### config.mk
export PLATFORM = sky130hd
export DESIGN_NAME = light_separator_ctrl_flat
export DESIGN_NICKNAME = d
export VERILOG_FILES = /design/src/rtl/light_separator_ctrl_if.sv /design/src/rtl/light_separator_ctrl.sv /design/src/flat_wrapper.sv
export SDC_FILE = /design/constraint.sdc
export NUM_CORES = 1
export LEC_CHECK = 0
export ABC_CLOCK_PERIOD_IN_PS = 9400
export BUFFER_PORTS_ARGS = -buffer_cell sky130_fd_sc_hd__buf_2
export CORE_AREA = 10 10 161 163
export DETAILED_ROUTE_END_ITERATION = 8
export DIE_AREA = 0 0 171 173
export GPL_ROUTABILITY_DRIVEN = 0
export MAX_ROUTING_LAYER = met4
export PLACE_DENSITY_LB_ADDON = 0.12
export SKIP_CTS_REPAIR_TIMING = 1
export SYNTH_ARGS = -nofsm -noshare
export SYNTH_HDL_FRONTEND = slang
export SYNTH_SLANG_ARGS = --single-unit
### constraint.sdc
create_clock -name clk -period 9.4 [get_ports clk]
set_input_delay 0.94 -clock clk [delete_from_list [all_inputs] [get_ports clk]]
set_output_delay 0.94 -clock clk [all_outputs]
set_load 0.1 [all_outputs]
### src/rtl/light_separator_ctrl_if.sv
// Bus bundle between the sensor front end, the gate actuators and the
// light separator sequencing controller.
interface light_separator_ctrl_if #(
  parameter int DATA_W = 8
);
  logic              obj_stb;
  logic [DATA_W-1:0] obj_light;
  logic [DATA_W-1:0] threshold;
  logic              clr_err;
  logic              gate_light;
  logic              gate_dark;
  logic              busy;
  logic              err_drop;
  logic [15:0]       cnt_light;
  logic [15:0]       cnt_dark;
  logic [15:0]       cnt_drop;

  modport master (
    output obj_stb, obj_light, threshold, clr_err,
    input  gate_light, gate_dark, busy, err_drop, cnt_light, cnt_dark, cnt_drop
  );

  modport slave (
    input  obj_stb, obj_light, threshold, clr_err,
    output gate_light, gate_dark, busy, err_drop, cnt_light, cnt_dark, cnt_drop
  );
endinterface

### src/rtl/light_separator_ctrl.sv
// Light separator sequencing controller.
// Classifies each strobed object against a threshold, holds {class, due time}
// in a queue for the sensor-to-gate travel time, then pulses the matching gate.
// Optional macro LIGHT_SEP_STATS_EN: implements the saturating light/dark/drop
// counters; when undefined the counter outputs are tied to zero.
module light_separator_ctrl #(
  parameter int DATA_W = 8,
  parameter int DEPTH  = 8,
  parameter int TRAVEL = 16,
  parameter int PULSE  = 4
) (
  input logic                   clk,
  input logic                   rst_n,
  light_separator_ctrl_if.slave bus
);
  localparam int AW = $clog2(DEPTH);

  typedef enum logic [1:0] {S_IDLE, S_WAIT, S_FIRE} state_t;

  typedef struct packed {
    logic        cls;   // 1 = light
    logic [15:0] due;   // timer value at which the gate must open
  } entry_t;

  state_t            state_q, state_d;
  logic [15:0]       tmr_q, tmr_d;
  logic [15:0]       space_q, space_d;
  logic [15:0]       pulse_q, pulse_d;
  logic [AW:0]       wr_q, wr_d, rd_q, rd_d;
  entry_t            queue_q [DEPTH];
  entry_t            queue_d [DEPTH];
  logic              gate_light_q, gate_light_d;
  logic              gate_dark_q, gate_dark_d;
  logic              busy_q, busy_d;
  logic              err_drop_q, err_drop_d;

  logic [AW:0]       count;
  logic              full, empty, accept, drop, pop, head_due;
  entry_t            head;
  logic [DATA_W-1:0] obj_light, threshold;

  assign obj_light = bus.obj_light;
  assign threshold = bus.threshold;
  assign count     = wr_q - rd_q;
  assign full      = (count == (AW+1)'(DEPTH));
  assign empty     = (count == '0);
  assign head      = queue_q[rd_q[AW-1:0]];
  assign head_due  = !empty && (head.due == tmr_q);
  assign accept    = bus.obj_stb && !full && (space_q == '0);
  assign drop      = bus.obj_stb && !accept;

  // Gate sequencing: wait for the head entry's due time, then hold one gate for PULSE cycles.
  always_comb begin
    // NOTE: every combinational output gets a default first so no path leaves it unassigned (no latch).
    state_d      = state_q;
    pulse_d      = pulse_q;
    gate_light_d = gate_light_q;
    gate_dark_d  = gate_dark_q;
    pop          = 1'b0;
    case (state_q)
      S_IDLE: if (accept) state_d = S_WAIT;
      S_WAIT: begin
        if (head_due) begin
          pop          = 1'b1;
          state_d      = S_FIRE;
          pulse_d      = 16'(PULSE - 1);
          gate_light_d = head.cls;
          gate_dark_d  = !head.cls;
        end
      end
      S_FIRE: begin
        if (pulse_q != '0) begin
          pulse_d = pulse_q - 16'd1;
        end else if (head_due) begin
          // Next entry is due exactly as this pulse ends: fire back-to-back.
          pop          = 1'b1;
          pulse_d      = 16'(PULSE - 1);
          gate_light_d = head.cls;
          gate_dark_d  = !head.cls;
        end else begin
          gate_light_d = 1'b0;
          gate_dark_d  = 1'b0;
          state_d      = (empty && !accept) ? S_IDLE : S_WAIT;
        end
      end
      default: begin
        state_d      = S_IDLE;
        gate_light_d = 1'b0;
        gate_dark_d  = 1'b0;
      end
    endcase
  end

  // Queue pointers, timer, object spacing and the sticky drop flag.
  always_comb begin
    queue_d = queue_q;
    wr_d    = wr_q;
    rd_d    = rd_q;
    tmr_d   = tmr_q + 16'd1;
    space_d = (space_q != '0) ? space_q - 16'd1 : space_q;
    if (accept) begin
      queue_d[wr_q[AW-1:0]] = '{cls: (obj_light >= threshold), due: tmr_q + 16'(TRAVEL)};
      wr_d    = wr_q + 1'b1;
      space_d = 16'(PULSE - 1);
    end
    if (pop) rd_d = rd_q + 1'b1;
    err_drop_d = err_drop_q;
    if (bus.clr_err) err_drop_d = 1'b0;
    if (drop)        err_drop_d = 1'b1;
    busy_d = (wr_d != rd_d) || (state_d == S_FIRE);
  end

  // Control state registers.
  always_ff @(posedge clk) begin
    // NOTE: all state flops take non-blocking assignments so every flop samples pre-edge values.
    if (!rst_n) begin
      state_q      <= S_IDLE;
      tmr_q        <= '0;
      space_q      <= '0;
      pulse_q      <= '0;
      wr_q         <= '0;
      rd_q         <= '0;
      gate_light_q <= 1'b0;
      gate_dark_q  <= 1'b0;
      busy_q       <= 1'b0;
      err_drop_q   <= 1'b0;
    end else begin
      state_q      <= state_d;
      tmr_q        <= tmr_d;
      space_q      <= space_d;
      pulse_q      <= pulse_d;
      wr_q         <= wr_d;
      rd_q         <= rd_d;
      gate_light_q <= gate_light_d;
      gate_dark_q  <= gate_dark_d;
      busy_q       <= busy_d;
      err_drop_q   <= err_drop_d;
    end
  end

  // Queue storage.
  always_ff @(posedge clk) begin
    // NOTE: entries carry no reset; the pointers alone decide which entries are valid.
    queue_q <= queue_d;
  end

  assign bus.gate_light = gate_light_q;
  assign bus.gate_dark  = gate_dark_q;
  assign bus.busy       = busy_q;
  assign bus.err_drop   = err_drop_q;

`ifdef LIGHT_SEP_STATS_EN
  logic [15:0] cnt_light_q, cnt_light_d;
  logic [15:0] cnt_dark_q, cnt_dark_d;
  logic [15:0] cnt_drop_q, cnt_drop_d;

  // Saturating event counters: ejections counted at the pop, drops at the strobe.
  always_comb begin
    cnt_light_d = cnt_light_q;
    cnt_dark_d  = cnt_dark_q;
    cnt_drop_d  = cnt_drop_q;
    if (pop && head.cls && (cnt_light_q != 16'hFFFF))  cnt_light_d = cnt_light_q + 16'd1;
    if (pop && !head.cls && (cnt_dark_q != 16'hFFFF))  cnt_dark_d  = cnt_dark_q + 16'd1;
    if (drop && (cnt_drop_q != 16'hFFFF))              cnt_drop_d  = cnt_drop_q + 16'd1;
  end

  // Counter registers.
  always_ff @(posedge clk) begin
    if (!rst_n) begin
      cnt_light_q <= '0;
      cnt_dark_q  <= '0;
      cnt_drop_q  <= '0;
    end else begin
      cnt_light_q <= cnt_light_d;
      cnt_dark_q  <= cnt_dark_d;
      cnt_drop_q  <= cnt_drop_d;
    end
  end

  assign bus.cnt_light = cnt_light_q;
  assign bus.cnt_dark  = cnt_dark_q;
  assign bus.cnt_drop  = cnt_drop_q;
`else
  assign bus.cnt_light = '0;
  assign bus.cnt_dark  = '0;
  assign bus.cnt_drop  = '0;
`endif

endmodule

### src/flat_wrapper.sv
// flat-port wrapper written by rule: the top's interface ports become plain ports
module light_separator_ctrl_flat 
#(
  parameter int DATA_W = 8,
  parameter int DEPTH  = 8,
  parameter int TRAVEL = 16,
  parameter int PULSE  = 4
)
  (clk, rst_n, bus_obj_stb, bus_obj_light, bus_threshold, bus_clr_err, bus_gate_light, bus_gate_dark, bus_busy, bus_err_drop, bus_cnt_light, bus_cnt_dark, bus_cnt_drop);
  light_separator_ctrl_if #(.DATA_W(DATA_W)) bus_i ();
  input logic clk;
  input logic rst_n;
  input wire logic [$bits(bus_i.obj_stb)-1:0] bus_obj_stb;
  input wire logic [$bits(bus_i.obj_light)-1:0] bus_obj_light;
  input wire logic [$bits(bus_i.threshold)-1:0] bus_threshold;
  input wire logic [$bits(bus_i.clr_err)-1:0] bus_clr_err;
  output wire logic [$bits(bus_i.gate_light)-1:0] bus_gate_light;
  output wire logic [$bits(bus_i.gate_dark)-1:0] bus_gate_dark;
  output wire logic [$bits(bus_i.busy)-1:0] bus_busy;
  output wire logic [$bits(bus_i.err_drop)-1:0] bus_err_drop;
  output wire logic [$bits(bus_i.cnt_light)-1:0] bus_cnt_light;
  output wire logic [$bits(bus_i.cnt_dark)-1:0] bus_cnt_dark;
  output wire logic [$bits(bus_i.cnt_drop)-1:0] bus_cnt_drop;
  assign bus_i.obj_stb = bus_obj_stb;
  assign bus_i.obj_light = bus_obj_light;
  assign bus_i.threshold = bus_threshold;
  assign bus_i.clr_err = bus_clr_err;
  assign bus_gate_light = bus_i.gate_light;
  assign bus_gate_dark = bus_i.gate_dark;
  assign bus_busy = bus_i.busy;
  assign bus_err_drop = bus_i.err_drop;
  assign bus_cnt_light = bus_i.cnt_light;
  assign bus_cnt_dark = bus_i.cnt_dark;
  assign bus_cnt_drop = bus_i.cnt_drop;
  light_separator_ctrl #(.DATA_W(DATA_W), .DEPTH(DEPTH), .TRAVEL(TRAVEL), .PULSE(PULSE)) u_core (.clk(clk), .rst_n(rst_n), .bus(bus_i));
endmodule
==> Yosys cells after proc, flatten, opt, wreduce, memory -nomap -nowiden <==
Index checks and enable logic that the tools add are counted.
{ "word_totals": {"reg_bits": 198, "elab_cells": 103, "input_bits": 20, "out_inout_bits": 52} }
{ "op_classes": {"n_reduce_logical": 21, "order_cmp": 4, "n_mux": 32, "n_eq_ne": 8, "addsub": 7, "bitwise_logic": 4} }
{ "op_table": {"columns": ["operator", "count"], "rows": [
  ["bitwise mux 136 bit", 1],
  ["binary-select mux 17 bit (select 3 bit)", 1],
  ["demux 17 bit (select 3 bit)", 1],
  ["2-to-1 mux 17 bit", 3],
  ["2-to-1 mux 16 bit", 2],
  ["case mux 16 bit (2 select lines)", 1],
  ["nonzero test 16 bit", 2],
  ["subtractor 16 x 1 -> 16 bit (second input constant)", 2],
  ["adder 16 x 1 -> 16 bit (second input constant)", 1],
  ["adder 16 x 5 -> 16 bit (second input constant)", 1],
  ["== test 16 bit", 1],
  ["zero test 16 bit", 1],
  ["2-to-1 mux 2 bit", 6],
  ["2-to-1 mux 1 bit", 11],
  ["adder 4 x 1 -> 4 bit (second input constant)", 2],
  ["greater-or-equal comparator 4 bit (second input constant)", 2],
  ["greater-or-equal comparator 8 bit", 1],
  ["2-to-1 mux 4 bit", 2],
  ["inverter 3 -> 4 bit", 2],
  ["logical AND 1 bit", 6],
  ["case mux 1 bit (3 select lines)", 2],
  ["case mux 2 bit (3 select lines)", 1],
  ["nonzero test 2 bit", 3],
  ["== test 2 bit (second input constant)", 2],
  ["15 further kinds", 19]
]} }

==> Depth between registers and ports, before layout <==
{ "logic_depth": {"depth_word": 13, "mapped_depth": 13, "mapped_depth_nobuf": 10} }

==> Worst setup path after synthesis <==
Ideal clock, no wire load.
{ "synth_path": {"path_type": "register to register", "start": "register u_core.rd_q[1]", "end": "register u_core.queue_q[34] in the netlist's numbering (enable)", "period_less_slack_ns": 4.282, "t_arrival_ns": 3.841, "path_stages_with_launch": 11, "setup_time_ns": 0.441, "required_time_ns": 8.959, "path_buffers": 2, "slack_ns": 5.118, "path_cell_list": "dfxtp_1 > buf_2 > buf_2 > inv_1 > ha_1 > nor2b_1 > o21ai_0 > nand4_1 > nand3_1 > nand2b_1 > nor4b_1"} }
{ "synth_via": {"elab_chain_len": 5} }
{ "synth_rtl": {"columns": ["item", "line_no", "text"], "rows": [
  ["start: declaration", "light_separator_ctrl.sv:29", "logic [AW:0] wr_q, wr_d, rd_q, rd_d;"],
  ["start signal: assignment", "light_separator_ctrl.sv:133", "rd_q <= rd_d;"],
  ["subtractor 4 bit", "light_separator_ctrl.sv:44", "assign count = wr_q - rd_q;"],
  ["== test 4 bit", "light_separator_ctrl.sv:45", "assign full = (count == (AW+1)'(DEPTH));"],
  ["zero test 1 bit", "light_separator_ctrl.sv:49", "assign accept = bus.obj_stb && !full && (space_q == '0);"],
  ["logical AND 1 bit (2 in a row)", "light_separator_ctrl.sv:49", null],
  ["end signal: assignment", "light_separator_ctrl.sv:144", "queue_q <= queue_d;"],
  ["end: declaration", "light_separator_ctrl.sv:30", "entry_t queue_q [DEPTH];"]
]} }
Every way passes these cells.
A chain may end at the register's enable or synchronous reset.

==> Worst setup path after layout <==
{ "layout_path": {"start": "register u_core.rd_q[2]", "end": "register u_core.pulse_q[15]"} }
{ "layout_via": {"elab_chain_len": 9, "word_cells_on_any_way": 12, "classes_between": "1 x add/sub; 1 x eq/ne; 6 x mux; 1 x bitwise; 3 x reduce/logical"} }
{ "layout_rtl": {"columns": ["item", "line_no", "text"], "rows": [
  ["inverter 3 -> 4 bit (implied by the code)", "light_separator_ctrl.sv:47", "assign head = queue_q[rd_q[AW-1:0]];"],
  ["binary-select mux 17 bit (select 3 bit)", "light_separator_ctrl.sv:47", null],
  ["2-to-1 mux 17 bit (implied by the code) (2 in a row)", "light_separator_ctrl.sv:47", null],
  ["== test 16 bit", "light_separator_ctrl.sv:48", "assign head_due = !empty && (head.due == tmr_q);"],
  ["logical AND 1 bit *", "light_separator_ctrl.sv:48", null],
  ["2-to-1 mux 16 bit *", null, null],
  ["2-to-1 mux 16 bit", null, null],
  ["case mux 16 bit (2 select lines) *", null, null],
  ["end signal: assignment", "light_separator_ctrl.sv:131", "pulse_q <= pulse_d;"],
  ["end: declaration", "light_separator_ctrl.sv:28", "logic [15:0] pulse_q, pulse_d;"]
]} }
Every way passes the cells marked *; elsewhere a longest branch is shown, timed or not. The select of a mux whose other input is x is not followed.

==> run metrics <==
total wire length=roughly 20,000 um; CP max stage delay=between 0.9 and 1 ns; post-route setup TNS=0 ns; Ports=between 70 and 80; setup slack after layout=approximately 5.1 ns; Crit path required time=between 9 and 10 ns; final hold vios=0; Core ar.=between 20,000 and 25,000 um2; Flop pwr share=between 40% and 50%; Place WS=approximately 5.1 ns; Core Util, Final=about 46%; Hold/Removal Path Class=reg2reg; sw power=around 700 uW; Yosys cell types=65; vias in the first global route=5,963; top_reg_cell synth=edfxtp_1; CTS buffer count=17; Initial Util=between 40% and 50%; H-tree Lvls=4; hold path depth=2; Clk pwr share=around 33%; fill cell count=approximately 2,000; reg-to-reg endpoint=u_core.pulse_q[15]; initial antenna violation count=0; reg-to-reg slack, setup=between 5 and 6 ns; FF/Latch Area=roughly 5300 um2; commonest cells after routing, fill and taps aside=136 x edfxtp_1, 61 x dfxtp_1, 57 x nor2_1; outcome=complete, no violations; Cells after Synth=a little under 800; worst setup path class=reg2reg; Avg Cell Area, Syn=12.3 um2; commonest non-fill, non-tap cell in the layout=edfxtp_1; RSZ-0062 raised after global routing=no; Pint=1.49 mW; nets@finish=between 800 and 900; Root Buffer=clkbuf_16; gr usage total=between 10% and 20%; Slew Limit Fails=0; Crit path arrival time=~4.6 ns; Worst-Margin Slew=about 1.0 ns; DRC viols=0; Die X-Extent=about 170 um; clock skew=roughly 0.012 ns; nature of the critical path startpoint=flop; CTS clk-pin slew, worst paths=approximately 0.07 ns; CTS tree=done; leading area contributor after synthesis=edfxtp_1; min cycle time layout=around 4.3 ns; worst-path maximum fanout=17; max-cap violation count=0; Yosys warnings=0; Worst Reg-to-Reg Cells=9; Die Ht=about 170 um; Synth async-reset ratio=0%; Std-Cell Rows=55; Synth area leaders=edfxtp_1 43%, dfxtp_1 13%, mux4_2 5.4%, buf_4 3.8%, mux2i_1 3.4%; port bufs=23; first-pass GRT wire length=approximately 32,000 um; Max-slew headroom=a little under a third; Peak supply drop=104 uV; total global routing overflow=0; Combinational Power Share=19.9%; Worst Hold Launch=u_core.pulse_q[11]; power density cells=around 210 nW/um2; die area=between 20,000 and 30,000 um2; sequential area share after synthesis=55.5%; RR Startpoint=u_core.rd_q[2]; CTS sink cnt=around 200; clock latency on the worst-skew pair=about 0.44 ns; hpwl dp=between 10,000 and 15,000 um; Pre-Repair DR Iteration Count=5; Clock Path Buffers=2; DR WL/cell=approximately 18 um; pin count of the biggest net entering global routing=51; vias=5,904; fmax=around 230 MHz; Post-synth EDFFs=between 100 and 150; top cell type's share of synthesized area=42.5%; switching share of power=between 30% and 40%; routed vias/inst=approximately 5.4; area of the multi-input gates=just under 4000 um2; Tcrit/Tclk final=between 40% and 50%; Worst Setup End Kind=flop; CP Cell Sequence=inv_1, ha_1, xnor2_1, or2_2, o21ba_2, or4_1, o31ai_1, and2_2, a31oi_1; register bit total from synthesis=approximately 200; area grow syn2layout=8.72%; antenna cells=0; Antenna Nets Post-Route=0; # setup viols final=0; ratio of cells with drive above 1 in the final layout=13.1%; 1st-iter DRT viols=around 430; Leakage Power=3.64 nW; Critical Path Slowest Stage Cell=dfxtp_1; Hold Path Sink=u_core.pulse_q[11]; Post-Syn Area=slightly below 10,000 um2
how the worst max path moves through the flow:
stage	startpoint	end	slack, ns	depth (start not counted)
detailed placement	u_core.rd_q[2]	u_core.pulse_q[14]	5.13	9
global route	u_core.rd_q[2]	u_core.pulse_q[6]	4.87	9
finish	u_core.rd_q[2]	u_core.pulse_q[15]	5.12	9
global placement	u_core.rd_q[2]	u_core.pulse_q[15]	5.29	9
floorplan	u_core.rd_q[1]	u_core.queue_q[34]	5.12	10
CTS	u_core.rd_q[2]	u_core.pulse_q[14]	5.12	9
power groups by stage:
stage | registers, mW | clock network [mW] | logic (mW)
3_5_place_dp | 1.04 | 0 | 0.433
6_report | 1.02 | 0.728 | 0.434
3_3_place_gp | 1.04 | 0 | 0.417
4_1_cts | 1.02 | 0.743 | 0.436
2_1_floorplan | 1.04 | 0 | 0.352
5_1_grt | 1.03 | 0.778 | 0.482
per-layer routing:
layer,wire [um],global-route usage [%],up-vias
met3,793,2.87,17
li1,-,-,2830
met1,8940,17.1,2940
met4,197,3.77,0
met5,0,-,-
met2,10100,23.1,117
sequential cells by signal, indices dropped and copies added (netlist names):
name / cells
u_core.bus.busy: 1
u_core.bus.err_drop: 1
u_core.bus.gate_dark: 1
u_core.bus.gate_light: 1
u_core.pulse_q: 16
u_core.queue_q: 136
u_core.rd_q: 4
u_core.space_q: 16
u_core.state_q: 2
u_core.tmr_q: 16
u_core.wr_q: 4
worst max-delay path, delay by kind of cell (launching register included):
family | cells | cell delay (ns)
and+or+nand+nor | 3 | 1.21
adders and majority gates | 1 | 0.43
AOI/OAI and AO/OA | 3 | 1.00
buffers and inverters | 1 | 0.31
xor gates and xnor gates | 1 | 0.22
DFF | 1 | 0.98
metrics by stage:
| step | instance area (um2) | std cells | power, mW | hold slack (ns) |
|---|---|---|---|---|
| 3_5_place_dp | 9860 | 1065 | 1.48 | 0.472 |
| 6_report | 10400 | 1097 | 2.18 | 0.482 |
| 4_1_cts | 10400 | 1097 | 2.20 | 0.483 |
| 3_3_place_gp | 9860 | 1065 | 1.45 | 0.453 |
| 2_1_floorplan | 9780 | 825 | 1.39 | 0.438 |
| 5_1_grt | 10400 | 1097 | 2.29 | 0.515 |
kinds of logic (layout without fill, tap and decap cells):
| logic type | after synthesis | after routing | share of synthesized area (%) |
|---|---|---|---|
| AO/OA/AOI/OAI | 127 | 127 | 8.69 |
| XOR/XNOR | 56 | 56 | 5.39 |
| adder cells (fa/ha/maj) | 22 | 22 | 2.87 |
| buffers and inverters | 111 | 98 | 6.80 |
| flip-flops | 198 | 198 | 55.5 |
| multiplexers | 57 | 57 | 9.11 |
| other | 1 | 48 | 0.0391 |
| AND/OR/NAND/NOR | 206 | 206 | 11.6 |
cell usage after synthesis, types with 5 or more instances:
master	number
a31oi_1	8
a21o_1	9
buf_4	49
nor2_1	57
nand3_1	21
xor2_1	24
a21oi_1	31
nand4_1	6
o21ai_0	23
nor4_1	11
inv_1	32
buf_2	5
mux2i_1	33
nand2_1	28
clkbuf_1	19
or3_1	14
and3_1	9
edfxtp_1	136
dfxtp_1	62
nand2b_1	5
nor2b_1	6
o21a_1	8
a21boi_0	6
xnor2_1	30
nor3_1	18
ha_1	22
a22oi_1	10
o31ai_1	6
mux4_2	23
layout make-up:
type	instances	share of cell area, %
Multi-Input combinational cell	516	36.9
Tap cell	285	3.42
Timing Repair Buffer	34	1.89
Sequential cell	198	51.0
Inverter	32	1.15
Clock buffer	19	4.15
Clock inverter	13	1.45
Note: power is estimated with default switching activity, not from simulation.
